`config.mk`:
```
export PLATFORM = sky130hd
export DESIGN_NAME = mem_port_arbiter
export DESIGN_NICKNAME = d
export VERILOG_FILES = /design/src/rtl/mem_port_arbiter_pkg.sv /design/src/rtl/mem_port_arbiter_check.sv /design/src/rtl/mem_port_arbiter.sv
export SDC_FILE = /design/constraint.sdc
export NUM_CORES = 1
export LEC_CHECK = 0
export CAP_MARGIN = 20
export CORE_ASPECT_RATIO = 1.4
export CORE_MARGIN = 3
export CORE_UTILIZATION = 32
export CTS_BUF_LIST = sky130_fd_sc_hd__clkbuf_4 sky130_fd_sc_hd__clkbuf_8 sky130_fd_sc_hd__clkbuf_16
export CTS_CLUSTER_DIAMETER = 40
export DETAILED_ROUTE_END_ITERATION = 8
export DONT_BUFFER_PORTS = 1
export GPL_TIMING_DRIVEN = 0
export SLEW_MARGIN = 20
export SYNTH_ARGS = -nofsm -noshare
export SYNTH_HDL_FRONTEND = slang
export SYNTH_SLANG_ARGS = --single-unit
```
`constraint.sdc`:
```
create_clock -name CLK -period 7.48 [get_ports CLK]
set_clock_uncertainty 0.1 [all_clocks]
set_input_delay 0.374 -clock CLK [delete_from_list [all_inputs] [get_ports CLK]]
set_output_delay 0.374 -clock CLK [all_outputs]
set_load 0.02 [all_outputs]
```
`src/rtl/mem_port_arbiter_pkg.sv`:
```
// mem_ctrl_pkg: shared definitions for the two-requester memory port arbiter.
//   - MS_2_0 size/sign encodings (BYTE .. WORDe) as seen by ram256x8_cREC
//   - FSM state enum (IDLE, ISSUE, WAIT, RESP, RECOVER)
//   - Grant encodings GNT_IF / GNT_DT
//   - lane_mask(): byte-lane mask for an access size in bytes
package mem_ctrl_pkg;

  localparam logic [2:0] MS_BYTE      = 3'b000;
  localparam logic [2:0] MS_HALFWORD  = 3'b001;
  localparam logic [2:0] MS_WORD      = 3'b010;
  localparam logic [2:0] MS_BYTEE     = 3'b100;
  localparam logic [2:0] MS_HALFWORDE = 3'b101;
  localparam logic [2:0] MS_WORDE     = 3'b110;

  localparam logic GNT_IF = 1'b0;
  localparam logic GNT_DT = 1'b1;

  typedef enum logic [2:0] {
    IDLE,
    ISSUE,
    WAIT,
    RESP,
    RECOVER
  } state_e;

  // Low-order byte lanes that carry data for an access of the given size.
  function automatic logic [31:0] lane_mask(input logic [2:0] size_bytes);
    case (size_bytes)
      3'd1:    lane_mask = 32'h0000_00FF;
      3'd2:    lane_mask = 32'h0000_FFFF;
      default: lane_mask = 32'hFFFF_FFFF;
    endcase
  endfunction

endpackage

```
`src/rtl/mem_port_arbiter_check.sv`:
```
// mem_access_check: combinational range/alignment check of one memory request.
// Parameters:
//   ADDR_LIMIT   RAM size in bytes; the last byte touched must be below it.
// Ports:
//   addr_i        request byte address
//   ms_i          MS_2_0 size/sign code
//   legal_o       1 when the code is defined, aligned and fully in range
//   size_bytes_o  access size in bytes (1, 2 or 4)
module mem_access_check
  import mem_ctrl_pkg::*;
#(
  parameter int ADDR_LIMIT = 256
) (
  input  logic [31:0] addr_i,
  input  logic [2:0]  ms_i,
  output logic        legal_o,
  output logic [2:0]  size_bytes_o
);

  logic        code_ok;
  logic        aligned;
  logic [32:0] last_byte;

  always_comb begin
    code_ok      = 1'b1;
    aligned      = 1'b1;
    size_bytes_o = 3'd4;
    case (ms_i)
      MS_BYTE, MS_BYTEE: begin
        size_bytes_o = 3'd1;
      end
      MS_HALFWORD, MS_HALFWORDE: begin
        size_bytes_o = 3'd2;
        aligned      = (addr_i[0] == 1'b0);
      end
      MS_WORD, MS_WORDE: begin
        size_bytes_o = 3'd4;
        aligned      = (addr_i[1:0] == 2'b00);
      end
      default: begin
        // 011 / 111 have no meaning to the RAM.
        code_ok = 1'b0;
      end
    endcase
  end

  // Computed one bit wider so addresses near 2^32 cannot wrap into range.
  assign last_byte = {1'b0, addr_i} + {30'd0, size_bytes_o} - 33'd1;
  assign legal_o   = code_ok && aligned && (last_byte < 33'(ADDR_LIMIT));

endmodule

```
`src/rtl/mem_port_arbiter.sv`:
```
// mem_port_arbiter: shares the single-ported ram256x8_cREC between the
// instruction-fetch (IF, word reads) and data-transfer (DT) requesters.
// Optional build macro: MEM_ARB_ROUND_ROBIN_EN -- when defined, a conflict in
// IDLE is won by the requester not granted last; otherwise DT always wins.
// Parameters: TIMEOUT (cycles in WAIT before abort), ADDR_LIMIT (RAM bytes).
// Ports:
//   CLK, Reset                 clock, asynchronous active-high reset
//   IF_Req/IF_Addr             fetch request (always WORD read)
//   IF_Ack/IF_Data/IF_Err      fetch completion pulse, data, error
//   DT_Req/DT_RW/DT_MS/DT_Addr/DT_WData   data request
//   DT_Ack/DT_RData/DT_Err     data completion pulse, read data, error
//   MOV/ReadWrite/MS_2_0/Address/DataIn/MOCoff  registered RAM controls
//   MOC/DataOut                RAM completion and read data
//   Busy                       high whenever the FSM is not in IDLE
//   Grant                      current/last owner (0 = IF, 1 = DT)
module mem_port_arbiter
  import mem_ctrl_pkg::*;
#(
  parameter int TIMEOUT    = 16,
  parameter int ADDR_LIMIT = 256
) (
  input  logic        CLK,
  input  logic        Reset,
  input  logic        IF_Req,
  input  logic [31:0] IF_Addr,
  output logic        IF_Ack,
  output logic [31:0] IF_Data,
  output logic        IF_Err,
  input  logic        DT_Req,
  input  logic        DT_RW,
  input  logic [2:0]  DT_MS,
  input  logic [31:0] DT_Addr,
  input  logic [31:0] DT_WData,
  output logic        DT_Ack,
  output logic [31:0] DT_RData,
  output logic        DT_Err,
  output logic        MOV,
  output logic        ReadWrite,
  output logic [2:0]  MS_2_0,
  output logic [31:0] Address,
  output logic [31:0] DataIn,
  output logic        MOCoff,
  input  logic        MOC,
  input  logic [31:0] DataOut,
  output logic        Busy,
  output logic        Grant
);

  localparam int CNT_W = $clog2(TIMEOUT) + 1;

  state_e             state_q;
  logic               gnt_q;
  logic [31:0]        addr_q;
  logic [2:0]         ms_q;
  logic               rw_q;
  logic [31:0]        wdata_q;
  logic [CNT_W-1:0]   cnt_q;
  logic               resp_err_q;
  logic [31:0]        resp_data_q;

  logic               mov_q;
  logic               rw_out_q;
  logic [2:0]         ms_out_q;
  logic [31:0]        address_q;
  logic [31:0]        datain_q;
  logic               if_ack_q;
  logic [31:0]        if_data_q;
  logic               if_err_q;
  logic               dt_ack_q;
  logic [31:0]        dt_rdata_q;
  logic               dt_err_q;

  logic               pick_dt;
  logic               chk_legal;
  logic [2:0]         chk_size;

`ifdef MEM_ARB_ROUND_ROBIN_EN
  // On a conflict the requester that did not own the port last wins.
  always_comb begin
    pick_dt = DT_Req;
    if (DT_Req && IF_Req) begin
      pick_dt = (gnt_q == GNT_IF);
    end
  end
`else
  always_comb begin
    pick_dt = DT_Req;
  end
`endif

  // Checks the latched request, so the verdict is available in ISSUE.
  mem_access_check #(
    .ADDR_LIMIT(ADDR_LIMIT)
  ) u_check (
    .addr_i      (addr_q),
    .ms_i        (ms_q),
    .legal_o     (chk_legal),
    .size_bytes_o(chk_size)
  );

  always_ff @(posedge CLK or posedge Reset) begin
    if (Reset) begin
      state_q     <= IDLE;
      gnt_q       <= GNT_IF;
      addr_q      <= '0;
      ms_q        <= '0;
      rw_q        <= 1'b0;
      wdata_q     <= '0;
      cnt_q       <= '0;
      resp_err_q  <= 1'b0;
      resp_data_q <= '0;
      mov_q       <= 1'b0;
      rw_out_q    <= 1'b0;
      ms_out_q    <= '0;
      address_q   <= '0;
      datain_q    <= '0;
      if_ack_q    <= 1'b0;
      if_data_q   <= '0;
      if_err_q    <= 1'b0;
      dt_ack_q    <= 1'b0;
      dt_rdata_q  <= '0;
      dt_err_q    <= 1'b0;
    end else begin
      if_ack_q <= 1'b0;
      dt_ack_q <= 1'b0;
      case (state_q)
        IDLE: begin
          if (IF_Req || DT_Req) begin
            gnt_q   <= pick_dt ? GNT_DT : GNT_IF;
            addr_q  <= pick_dt ? DT_Addr : IF_Addr;
            ms_q    <= pick_dt ? DT_MS : MS_WORD;
            rw_q    <= pick_dt ? DT_RW : 1'b1;
            wdata_q <= pick_dt ? DT_WData : 32'd0;
            state_q <= ISSUE;
          end
        end
        ISSUE: begin
          if (chk_legal) begin
            address_q <= addr_q;
            ms_out_q  <= ms_q;
            rw_out_q  <= rw_q;
            // Lanes outside the access size are zeroed so the RAM never
            // sees stale upper bytes on narrow writes.
            datain_q  <= wdata_q & lane_mask(chk_size);
            mov_q     <= 1'b1;
            cnt_q     <= '0;
            state_q   <= WAIT;
          end else begin
            // Illegal request: answer with an error, RAM untouched.
            resp_err_q  <= 1'b1;
            resp_data_q <= '0;
            state_q     <= RESP;
          end
        end
        WAIT: begin
          if (MOC) begin
            mov_q       <= 1'b0;
            resp_err_q  <= 1'b0;
            resp_data_q <= rw_q ? DataOut : 32'd0;
            state_q     <= RESP;
          end else if (cnt_q == CNT_W'(TIMEOUT - 1)) begin
            mov_q       <= 1'b0;
            resp_err_q  <= 1'b1;
            resp_data_q <= '0;
            state_q     <= RESP;
          end else if (cnt_q != {CNT_W{1'b1}}) begin
            cnt_q <= cnt_q + CNT_W'(1);
          end
        end
        RESP: begin
          if (gnt_q == GNT_DT) begin
            dt_ack_q   <= 1'b1;
            dt_rdata_q <= resp_data_q;
            dt_err_q   <= resp_err_q;
          end else begin
            if_ack_q  <= 1'b1;
            if_data_q <= resp_data_q;
            if_err_q  <= resp_err_q;
          end
          state_q <= RECOVER;
        end
        RECOVER: begin
          // Wait for the RAM to release MOC so accesses never overlap.
          if (!MOC) begin
            state_q <= IDLE;
          end
        end
        default: begin
          state_q <= IDLE;
        end
      endcase
    end
  end

  assign IF_Ack    = if_ack_q;
  assign IF_Data   = if_data_q;
  assign IF_Err    = if_err_q;
  assign DT_Ack    = dt_ack_q;
  assign DT_RData  = dt_rdata_q;
  assign DT_Err    = dt_err_q;
  assign MOV       = mov_q;
  assign ReadWrite = rw_out_q;
  assign MS_2_0    = ms_out_q;
  assign Address   = address_q;
  assign DataIn    = datain_q;
  assign MOCoff    = 1'b0;
  assign Busy      = (state_q != IDLE);
  assign Grant     = gnt_q;

endmodule

```
==> PnR_summary.wiki, run 1 <==
{| class="wikitable"
! Metric !! Value
|-
| Library cell appearing most often on the critical path || ha_1
|-
| Cell area after placement || 0.0128 mm^2
|-
| Pin count of the biggest net entering global routing || roughly 100
|-
| Clk root buf || clkbuf_16
|-
| Total number of clock tree sinks || 247
|-
| Arrival time of the worst setup path || ~5700 ps
|-
| Final Hold Viols || 0
|-
| Cell chain of the critical path || or2_2 > ha_1 > inv_1 > ha_1 > inv_1 > ha_1 > and3b_1 > a211o_1 > a22oi_1 > a31oi_1 > or4b_1 > or4_1 > or4_1 > nor4_4 > buf_6 > buf_4 > mux2_1
|-
| Mean Syn Cell Area || ~10 um^2
|-
| Final period util || 72.7%
|-
| Vias after detailed routing || between 9,000 and 10,000
|-
| Max-slew headroom || approximately a quarter
|-
| Maximum root-to-sink buffer count || 3
|-
| Post-synth ARST share || 100%
|-
| Number of top-level design ports || roughly 280
|-
| Crit Path Category || reg2reg
|-
| Category of the worst setup path launch point || flop
|-
| Area Growth Syn to Fin || 25.3%
|-
| Height of the die || approximately 240 um
|-
| Via density || between 5 and 6
|-
| Post-synth EDFFs || 0
|-
| Min-delay worst type || in2reg
|-
| Final count of pins violating max slew || 0
|-
| Min-Delay Startpoint || IF_Addr[18]
|-
| Final ANT Viol Nets || 0
|-
| Share of the core filled with cells in the final layout || a little over 40%
|-
| Vias in the first global route || between 9,000 and 10,000
|-
| Fmax || 184 MHz
|-
| Number of violations reported at the end of detailed-routing iteration 0 || about 400
|-
| Number of setup violations in the final report || 0
|-
| Clk_lat worst skew || 520 ps
|-
| CTS tree || yes
|-
| Routed WL per cell || ~19 um
|-
| Comb power frac || between 40% and 50%
|-
| Sequential fraction of design power || around 31%
|-
| Area of combinational cells with multiple inputs || 0.00538 mm^2
|-
| Final weighted congestion of routability-driven global placement || around 0.86
|-
| Total Wirelength || approximately 34,000 um
|-
| Initial antenna violation count || 0
|-
| Crit path max-delay family || simple AND/OR/NAND/NOR gates
|-
| Std-Cell Core Area || 0.0371 mm^2
|-
| Syn. warnings || 0
|-
| # fillers || about 3,500
|-
| Switching portion of total power || 42.1%
|-
| Setup slack after placement || roughly 2000 ps
|-
| Total Nets Final || around 1,500
|-
| Total of max-cap violations || 0
|-
| Max VDD drop || roughly 0.00025 V
|-
| Worst EP required || ~7800 ps
|-
| Hold path depth || 2
|-
| Cells on worst reg2reg path || 17
|-
| Hold Path Sink || addr_q[18]
|-
| Final WS setup || 2040 ps
|-
| Proportion of synthesized chip area in sequential cells || between 50% and 60%
|-
| Max FO, Critical Path || 10
|-
| RSZ-0062 raised after global routing || no
|-
| Number of buffers created by CTS || 34
|-
| Footprint of the flip-flops and latches || 0.00618 mm^2
|-
| Gr usage total || approximately 16%
|-
| Total net switching power || ~0.0028 W
|-
| Synthesized Nets || 1,333
|-
| Quantity of I/O buffers inserted on ports || 0
|-
| Die outline area || slightly above 0.04 mm^2
|-
| Register clock-pin slew on the reported worst setup and hold paths || 60 ps
|-
| Worst-Margin Slew || around 1100 ps
|-
| Power density cells || roughly 430 mW/mm^2
|-
| Reg-to-reg critical path endpoint || DataIn[2]
|-
| Die outline width || 171 um
|-
| Row cnt || slightly above 80
|-
| Share of final-layout standard cells stronger than drive strength 1 || 9.96%
|-
| Endpoint kind of the worst setup timing path || flop
|-
| Slack of the worst reg-to-reg path || just over 2000 ps
|-
| Number of storage elements in the synthesis netlist || ~250
|-
| Distinct cell type count after synthesis || roughly 70
|-
| Dpl hpwl || 24,100 um
|-
| Most frequent cells in the layout || dfrtp_1 (247), nand2_1 (168), dlygate4sd3_1 (124)
|-
| Gr ovfl total || 0
|-
| Most common cell after layout, fill and taps aside || dfrtp_1
|-
| Synth Instances || 1,159
|-
| Max stage delay cell, worst path || or4_1
|-
| Internal cell power || between 0.003 and 0.004 W
|-
| Cell Area, Synth || ~0.012 mm^2
|-
| Combined buffer and inverter count along the critical path || 4
|-
| Status || finished, final reports clean
|-
| Crit path time final || 5440 ps
|-
| Deepest level of the CTS H-tree || 2
|-
| Clock share of power || ~25%
|-
| Iteration count of the initial detailed-routing pass || 5
|-
| Critical register-to-register path startpoint || ms_q[0]
|-
| DRC violations left || 0
|-
| Final non-filler cell area || 0.0152 mm^2
|-
| Global-route wire length before repair || roughly 54,000 um
|-
| Initial standard-cell utilization of the core || between 30% and 40%
|-
| Most used DFF post-synth || dfrtp_1
|-
| Biggest cell delay along the critical path || 570 ps
|-
| Leakage power || ~7 nW
|}
-- cell usage after synthesis, types with 25 or more instances --
library cell / instances / area share [%]
a21oi_1: 37 / 1.5
mux2i_1: 35 / 2.9
nand2_1: 168 / 5.2
a2bb2oi_1: 33 / 2.4
clkbuf_1: 53 / 1.6
o21ai_0: 87 / 3.6
ha_1: 37 / 3.8
nor2b_1: 25 / 1.3
nor2_1: 31 / 0.96
mux2_2: 49 / 4.5
a22o_1: 36 / 2.6
dfrtp_1: 247 / 51
inv_1: 79 / 2.4
mux2_1: 54 / 5.0
-- routing by layer --
| layer | part of all wire, % | global-route usage [%] |
|---|---|---|
| met1 | 41 | 19.5 |
| met2 | 49 | 28.5 |
| met3 | 7.2 | 4.51 |
| met4 | 2.9 | 5.90 |
| met5 | 0 | 0 |
-- power groups by stage --
stage	sequential, W	combinational [W]	clock, W
after floorplan	0.00199	0.00214	0
after global placement	0.00208	0.00276	0
after detailed placement	0.00209	0.00281	0
after CTS	0.00206	0.00288	0.00171
after global routing	0.00212	0.00325	0.00176
final	0.00206	0.00287	0.00167
-- what timing repair did --
action,in CTS,in global routing
hold endpoints to repair,157,0
setup buffers,0,0
hold buffers,124,0
resized for setup,0,0
-- cell families after synthesis --
group,after synthesis,share of synthesized area [%]
AOI/OAI and AO/OA,282,15.9
adders and majority gates,37,3.81
buffers and inverters,146,4.88
other,1,0.0309
muxes,138,12.4
DFF,247,50.9
xor gates and xnor gates,7,0.505
and+or+nand+nor,301,11.6
-- worst max-delay path by stage --
| stage | startpoint | endpoint | slack [ps] | depth (start not counted) |
|---|---|---|---|---|
| after floorplan | Reset | Address[0] | 220 | 1 |
| after global placement | Reset | addr_q[14] | -2520 | 1 |
| final | ms_q[0] | DataIn[2] | 2040 | 17 |
| after CTS | ms_q[1] | DataIn[2] | 1990 | 17 |
| after detailed placement | ms_q[1] | DataIn[2] | 2000 | 17 |
| after global routing | ms_q[0] | DataIn[2] | 1770 | 17 |
-- final cells by class --
class / count / area share, %
multi-input cells: 766 / 35.3
repair buffers: 126 / 8.51
diodes: 1 / 0.0164
well taps: 467 / 3.84
clock buffers: 38 / 5.98
clock inverters: 22 / 1.78
plain buffers: 67 / 1.95
inverters: 79 / 2.00
flip-flops and latches: 247 / 40.6
-- state kept, by name (all words and copies together), names as in the netlist, 3 cells and up --
| name | cells |
|---|---|
| IF_Data | 32 |
| addr_q | 32 |
| state_q | 3 |
| wdata_q | 32 |
| MS_2_0 | 3 |
| Address | 32 |
| ms_q | 3 |
| cnt_q | 5 |
| DataIn | 32 |
| DT_RData | 32 |
| resp_data_q | 32 |
-- worst register-to-register path, cell delays in order (launching register included) --
cell	delay (ps)
dfrtp_1	460
or2_2	360
ha_1	210
inv_1	100
ha_1	240
inv_1	60
ha_1	220
and3b_1	190
a211o_1	350
a22oi_1	190
a31oi_1	70
or4b_1	530
or4_1	470
or4_1	570
nor4_4	360
buf_6	250
buf_4	240
mux2_1	350
-- per-stage QoR --
stage | TNS, ps | cells | total power [W] | hold slack [ps]
finish | 0 | 1813 | 0.00660 | 0.184
global route | 0 | 1812 | 0.00713 | 4.42
CTS | 0 | 1812 | 0.00665 | 5.93
detailed placement | 0 | 1628 | 0.00489 | 184
global placement | -611910 | 1626 | 0.00484 | 375
floorplan | 0 | 1159 | 0.00413 | 365
No activity file was read; power rests on OpenSTA's default activity.
==> run 2, diff against run 1 <==
--- a/config.mk
+++ b/config.mk
@@ -5,6 +5,7 @@
 export SDC_FILE = /design/constraint.sdc
 export NUM_CORES = 1
 export LEC_CHECK = 0
+export ABC_AREA = 1
 export CAP_MARGIN = 20
 export CORE_ASPECT_RATIO = 1.4
 export CORE_MARGIN = 3
==> constraint.sdc (replaced) <==
create_clock -name CLK -period 4.65 [get_ports CLK]
set_clock_uncertainty 0.1 [all_clocks]
set_input_delay 0.2325 -clock CLK [delete_from_list [all_inputs] [get_ports CLK]]
set_output_delay 0.2325 -clock CLK [all_outputs]
set_load 0.02 [all_outputs]
==> PnR_summary.wiki, run 2 <==
{| class="wikitable"
! Metric !! Value
|-
| Status || finished, final reports clean
|-
| Vias after detailed routing || 10,491 (+12%)
|-
| Max stage delay cell, worst path || dfrtp_1
|-
| Gr ovfl total || 0 (unchanged)
|-
| Most used DFF post-synth || dfrtp_1
|-
| Area Growth Syn to Fin || 27.6%
|-
| Switching portion of total power || 44.7% (+2.6 points)
|-
| Height of the die || 235 um (-0.61%)
|-
| Iteration count of the initial detailed-routing pass || 5 (unchanged)
|-
| Total number of clock tree sinks || 247 (unchanged)
|-
| Setup slack after placement || 614 ps (-1390 ps)
|-
| CTS tree || yes
|-
| Crit Path Category || reg2reg
|-
| Post-cts gate resize count || 0 (unchanged)
|-
| Crit path time final || 4040 ps (-1400 ps)
|-
| Number of violations reported at the end of detailed-routing iteration 0 || 683 (+69%)
|-
| Gr usage total || 18.4% (+1.9 points)
|-
| Final count of pins violating max slew || 0 (unchanged)
|-
| Worst-Margin Slew || 732 ps (-408 ps)
|-
| Max VDD drop || 0.000299 V (+22%)
|-
| Hold Path Sink || ms_q[0]
|-
| Cell Area, Synth || 0.0120 mm^2 (-1.2%)
|-
| Leakage power || 7.40 nW (+3.3%)
|-
| Setup TNS Final || 0 ps (unchanged)
|-
| Synthesized Nets || 1,659 (+24%)
|-
| Deepest level of the CTS H-tree || 2 (unchanged)
|-
| Clock share of power || 23.7% (-1.6 points)
|-
| Total net switching power || 0.00507 W (+82%)
|-
| Min-delay worst type || in2reg
|-
| Post-synth EDFFs || 0 (unchanged)
|-
| Internal cell power || 0.00627 W (+64%)
|-
| Register clock-pin slew on the reported worst setup and hold paths || 60 ps (about the same)
|-
| Max FO, Critical Path || 10 (unchanged)
|-
| Quantity of I/O buffers inserted on ports || 0 (unchanged)
|-
| Library cell appearing most often on the critical path || nand2_1
|-
| Worst EP required || 4940 ps (-2840 ps)
|-
| Cells on worst reg2reg path || 29 (+12)
|-
| Category of the worst setup path launch point || flop
|-
| Leading post-synthesis cells by cell area || dfrtp_1 (52%), nand2_1 (13%), inv_1 (5.3%)
|-
| Number of storage elements in the synthesis netlist || 247 (unchanged)
|-
| Slack of the worst reg-to-reg path || 610 ps (-1430 ps)
|-
| Cell types with the highest counts after synthesis || nand2_1 (430), dfrtp_1 (247), inv_1 (169)
|-
| Pin count of the biggest net entering global routing || 36 (-64%)
|-
| Biggest cell delay along the critical path || 440 ps (-130 ps)
|-
| Die outline area || 0.0399 mm^2 (-1.2%)
|-
| Critical register-to-register path startpoint || ms_q[0]
|-
| Row cnt || 83 (unchanged)
|-
| Clk_lat worst skew || 530 ps (about the same)
|-
| Initial antenna violation count || 1 (+1)
|-
| Reg-to-reg critical path endpoint || DataIn[3]
|-
| Final ANT Viol Nets || 0 (unchanged)
|-
| Most area-hungry cell type in the Yosys netlist || dfrtp_1
|-
| Most frequent cells in the layout || nand2_1 (430), dfrtp_1 (247), inv_1 (168)
|-
| Arrival time of the worst setup path || 4320 ps (-1420 ps)
|-
| # fillers || 3,686 (+4.3%)
|-
| Power density cells || 741 mW/mm^2 (+71%)
|-
| Distinct cell type count after synthesis || 40 (-42%)
|-
| Proportion of synthesized chip area in sequential cells || 51.5% (+0.64 points)
|-
| Number of setup violations in the final report || 0 (unchanged)
|-
| Synth Instances || 1,485 (+28%)
|-
| Final period util || 86.8% (+14 points)
|-
| Comb power frac || 44.0% (+0.5 points)
|-
| Synth top area share || 51.5% (+0.64 points)
|-
| Final WS setup || 612 ps (-1430 ps)
|-
| Vias in the first global route || 10,746 (+9.5%)
|-
| Min-Delay Startpoint || IF_Req
|-
| Final weighted congestion of routability-driven global placement || 0.913 (+6.5%)
|-
| Mean Syn Cell Area || 8.08 um^2 (-23%)
|-
| Initial standard-cell utilization of the core || 32.5% (-0.23 points)
|-
| Most common cell after layout, fill and taps aside || nand2_1
|-
| Clk root buf || clkbuf_16
|-
| Hold path depth || 3 (+1)
|-
| Global-route wire length before repair || 58,900 um (+9.8%)
|-
| Share of final-layout standard cells stronger than drive strength 1 || 6.56% (-3.4 points)
|-
| Most frequent cell after synthesis || nand2_1
|-
| Maximum root-to-sink buffer count || 3 (unchanged)
|-
| Dpl hpwl || 28,000 um (+16%)
|-
| Post-synth ARST share || 100% (unchanged)
|-
| Sequential fraction of design power || 32.3% (+1.1 points)
|-
| Total of max-cap violations || 0 (unchanged)
|-
| Max-slew headroom || 51.2% (+27 points)
|-
| Total setup buffers inserted after CTS || 0 (unchanged)
|-
| Total Nets Final || 1,841 (+23%)
|-
| Final Hold Viols || 0 (unchanged)
|-
| Number of buffers created by CTS || 35 (+2.9%)
|-
| Die outline width || 170 um (-0.60%)
|-
| Syn. warnings || 0 (unchanged)
|-
| Number of top-level design ports || 277 (unchanged)
|-
| Routed WL per cell || 17.2 um (-8.0%)
|-
| Endpoint kind of the worst setup timing path || flop
|-
| Std-Cell Core Area || 0.0369 mm^2 (-0.56%)
|-
| Via density || 4.85 (-5.9%)
|-
| Fmax || 248 MHz (+35%)
|-
| RSZ-0062 raised after global routing || no
|-
| Total Wirelength || 37,100 um (+9.7%)
|-
| DRC violations left || 0 (unchanged)
|}
-- run 2: worst max path at each step --
stage | from | endpoint
2_1_floorplan | Reset | Address[0]
5_1_grt | ms_q[0] | Address[9]
4_1_cts | ms_q[0] | DataIn[3]
6_report | ms_q[0] | DataIn[3]
3_3_place_gp | Reset | wdata_q[19]
3_5_place_dp | ms_q[0] | DataIn[2]
-- run 2: metrics by stage --
stage / area, um^2 / power, W / utilization [%] / hold slack (ps) / std cells
finish: 15300 / 0.0113 / 41.5 / 31.4 / 2161
global route: 15300 / 0.0123 / 41.5 / 69.7 / 2161
CTS: 15300 / 0.0114 / 41.5 / 5.33 / 2160
detailed placement: 12700 / 0.00832 / 34.6 / -7.11 / 1960
global placement: 12600 / 0.00825 / 34.1 / 261 / 1952
floorplan: 12000 / 0.00700 / - / 253 / 1485
-- run 2: what timing repair did --
item / in CTS / in global routing
hold endpoints to repair: 264 / 0
hold buffers: 137 / 0
endpoints found under the setup margin: 0 / 0
-- run 2: area by class of cell --
type	instances	area, um^2	share of cell area [%]
Antenna cell	1	2.50	0.0163
Buffer	62	294	1.92
Clock buffer	41	940	6.14
Clock inverter	22	254	1.66
Inverter	177	668	4.36
Multi-Input combinational cell	999	4860	31.7
Sequential cell	247	6180	40.4
Tap cell	467	584	3.82
Timing Repair Buffer	145	1530	10.0
-- run 2: cell families (layout without fill, tap and decap cells) --
logic type	count (synthesis)	after routing	synth area share, %
flip-flops	247	247	51.5
XOR/XNOR	3	3	0.219
AND/OR/NAND/NOR	679	679	23.0
buffers and inverters	239	447	7.99
other	1	2	0.0313
AO/OA/AOI/OAI	279	279	13.4
adder cells (fa/ha/maj)	37	37	3.86
-- run 2: power groups by stage --
stage          registers [W]  clock network [W]  logic [W]
6_report             0.00366            0.00269    0.00499
5_1_grt              0.00374            0.00283    0.00572
4_1_cts              0.00366            0.00276    0.00500
3_5_place_dp         0.00369                  0    0.00463
3_3_place_gp         0.00368                  0    0.00457
2_1_floorplan        0.00352                  0    0.00347
-- run 2: critical path: cells and delay by family, from the launching register on --
| kind | cells | cell delay, ps |
|---|---|---|
| buffers and inverters | 7 | 900 |
| DFF | 1 | 440 |
| adders and majority gates | 3 | 640 |
| AOI/OAI and AO/OA | 1 | 60 |
| and+or+nand+nor | 18 | 1740 |
-- run 2: metal layers --
layer	vias to the layer above	track usage, %	wire (um)
li1	5160	-	-
met1	4965	21.8	14900
met2	301	32.3	18500
met3	65	4.35	2430
met4	0	6.37	1210
met5	-	0	0
==> run 3, diff against run 2 <==
--- a/config.mk
+++ b/config.mk
@@ -10,7 +10,7 @@
 export CORE_ASPECT_RATIO = 1.4
 export CORE_MARGIN = 3
 export CORE_UTILIZATION = 32
-export CTS_BUF_LIST = sky130_fd_sc_hd__clkbuf_4 sky130_fd_sc_hd__clkbuf_8 sky130_fd_sc_hd__clkbuf_16
+export CTS_BUF_LIST = sky130_fd_sc_hd__clkbuf_8
 export CTS_CLUSTER_DIAMETER = 40
 export DETAILED_ROUTE_END_ITERATION = 8
 export DONT_BUFFER_PORTS = 1
==> PnR_summary.wiki, run 3 (synthesis gave the netlist of run 2 again) <==
{| class="wikitable"
! Metric !! Value
|-
| Cell area after placement || 0.0127 mm^2 (unchanged)
|-
| Combined buffer and inverter count along the critical path || 7 (unchanged)
|-
| Total setup buffers inserted after CTS || 0 (unchanged)
|-
| Dpl hpwl || 28,000 um (unchanged)
|-
| Die outline width || 170 um (unchanged)
|-
| Max-slew headroom || 51.4% (+0.23 points)
|-
| Std-Cell Core Area || 0.0369 mm^2 (unchanged)
|-
| Gr usage total || 18.6% (+0.16 points)
|-
| RSZ-0062 raised after global routing || no
|-
| Final Hold Viols || 0 (unchanged)
|-
| Total Nets Final || 1,853 (+0.65%)
|-
| Vias in the first global route || 10,890 (+1.3%)
|-
| Biggest cell delay along the critical path || 440 ps (about the same)
|-
| Share of final-layout standard cells stronger than drive strength 1 || 6.67% (+0.11 points)
|-
| Total net switching power || 0.00494 W (-2.6%)
|-
| Total number of clock tree sinks || 247 (unchanged)
|-
| Maximum root-to-sink buffer count || 3 (unchanged)
|-
| Comb power frac || 46.5% (+2.5 points)
|-
| Fmax || 249 MHz (+0.72%)
|-
| Final non-filler cell area || 0.0151 mm^2 (-1.7%)
|-
| Row cnt || 83 (unchanged)
|-
| Max stage delay cell, worst path || dfrtp_1
|-
| Global-route wire length before repair || 59,400 um (+0.85%)
|-
| Final period util || 86.2% (-0.62 points)
|-
| Number of setup violations in the final report || 0 (unchanged)
|-
| Gr ovfl total || 0 (unchanged)
|-
| Endpoint kind of the worst setup timing path || flop
|-
| Crit path max-delay family || simple AND/OR/NAND/NOR gates
|-
| Internal cell power || 0.00583 W (-7.0%)
|-
| Arrival time of the worst setup path || 4350 ps (+30 ps)
|-
| DRC violations left || 0 (unchanged)
|-
| Most frequent cells in the layout || nand2_1 (430), dfrtp_1 (247), inv_1 (178)
|-
| Area Growth Syn to Fin || 25.5%
|-
| Via density || 4.83 (-0.53%)
|-
| Sequential fraction of design power || 34.0% (+1.7 points)
|-
| Routed WL per cell || 17.1 um (-0.26%)
|-
| Status || finished, final reports clean
|-
| Initial antenna violation count || 1 (unchanged)
|-
| Die outline area || 0.0399 mm^2 (unchanged)
|-
| Final count of pins violating max slew || 0 (unchanged)
|-
| Number of buffers created by CTS || 44 (+26%)
|-
| Final total power || 0.0108 W (-5.0%)
|-
| Switching portion of total power || 45.8% (+1.1 points)
|-
| Most common cell after layout, fill and taps aside || nand2_1
|-
| Iteration count of the initial detailed-routing pass || 4 (-1)
|-
| Quantity of I/O buffers inserted on ports || 0 (unchanged)
|-
| Library cell appearing most often on the critical path || nand2_1
|-
| Register clock-pin slew on the reported worst setup and hold paths || 60 ps (about the same)
|-
| Final ANT Viol Nets || 0 (unchanged)
|-
| Vias after detailed routing || 10,513 (+0.21%)
|-
| Height of the die || 235 um (unchanged)
|-
| Worst EP required || 4990 ps (+50 ps)
|-
| Number of top-level design ports || 277 (unchanged)
|-
| Slack of the worst reg-to-reg path || 640 ps (+30 ps)
|-
| Category of the worst setup path launch point || flop
|-
| Final weighted congestion of routability-driven global placement || 0.913 (unchanged)
|-
| Number of violations reported at the end of detailed-routing iteration 0 || 537 (-21%)
|-
| Total Wirelength || 37,300 um (+0.47%)
|-
| Deepest level of the CTS H-tree || 2 (unchanged)
|-
| Min-delay worst type || in2async
|-
| Clock share of power || 19.5% (-4.2 points)
|-
| Crit path time final || 4010 ps (-28.8 ps)
|-
| Crit Path Category || reg2reg
|-
| Initial standard-cell utilization of the core || 32.5% (unchanged)
|-
| Clk root buf || clkbuf_8
|-
| Power density cells || 715 mW/mm^2 (-3.4%)
|-
| Pin count of the biggest net entering global routing || 36 (unchanged)
|-
| Quantity of hold-fixing buffers added after cts || 140 (+2.2%)
|-
| CTS tree || yes
|-
| Post-cts gate resize count || 0 (unchanged)
|-
| Leakage power || 7.34 nW (-0.92%)
|-
| Clk_lat worst skew || 590 ps (+60 ps)
|-
| Total of max-cap violations || 0 (unchanged)
|-
| Worst-Margin Slew || 729 ps (-3.52 ps)
|-
| Max VDD drop || 0.000247 V (-18%)
|-
| Max FO, Critical Path || 10 (unchanged)
|}
==> run 3: cell count changes in the layout (fill, tap and decap cells not counted), sizes merged <==
cell / delta
clkinvlp: -1
dlygate4sd3: +3
bufinv: +1
inv: +4
clkbuf: +9
==> run 3: final cells by class <==
class | instances | area (um^2)
sequential | 247 | 6180
clock inverter | 26 | 221
buffer | 62 | 294
timing repair buffer | 148 | 1560
inverter | 177 | 668
clock buffer | 50 | 688
multi-input combinational | 999 | 4860
tap | 467 | 584
antenna | 1 | 2.50
fill | 3729 | 21800
==> run 3: final timing paths <==
path | start | cells after the start | to
worst max-delay path | ms_q[0] | 27 | DataIn[2]
worst min-delay path | Reset | 3 | resp_data_q[23]
worst max register to register | ms_q[0] | 27 | DataIn[2]
worst min register to register | resp_data_q[27] | 2 | resp_data_q[27]
max in group asynchronous | Reset | 3 | DT_RData[22]
min in group CLK | MOC | 4 | resp_err_q
==> run 3: per-stage QoR <==
step	utilization [%]	hold slack (ps)	instances	worst slack, ps	TNS, ps
6_report	40.8	162	2177	641	0
5_1_grt	40.8	154	2177	228	0
4_1_cts	40.8	125	2176	582	0
3_5_place_dp	34.6	-7.11	1960	614	0
3_3_place_gp	34.1	261	1952	-300	-65570
2_1_floorplan	-	253	1485	1070	0
==> run 3: metal layers <==
metal	share of wire, %	vias up	global-route usage, %	wire length (um)
li1	-	5182	-	-
met1	40	4979	21.7	15000
met2	50	282	32.9	18800
met3	6.1	70	4.32	2280
met4	3.4	0	6.70	1260
met5	0	-	0	0
==> run 3: power groups by stage <==
stage,logic (W),clock network [W],registers [W]
2_1_floorplan,0.00347,0,0.00352
3_3_place_gp,0.00457,0,0.00368
3_5_place_dp,0.00463,0,0.00369
4_1_cts,0.00501,0.00217,0.00366
5_1_grt,0.00574,0.00225,0.00374
6_report,0.00501,0.00210,0.00366
==> run 3: worst min-delay path, delay by kind of cell <==
family | cells | cell delay [ps]
buffers and inverters | 3 | 960
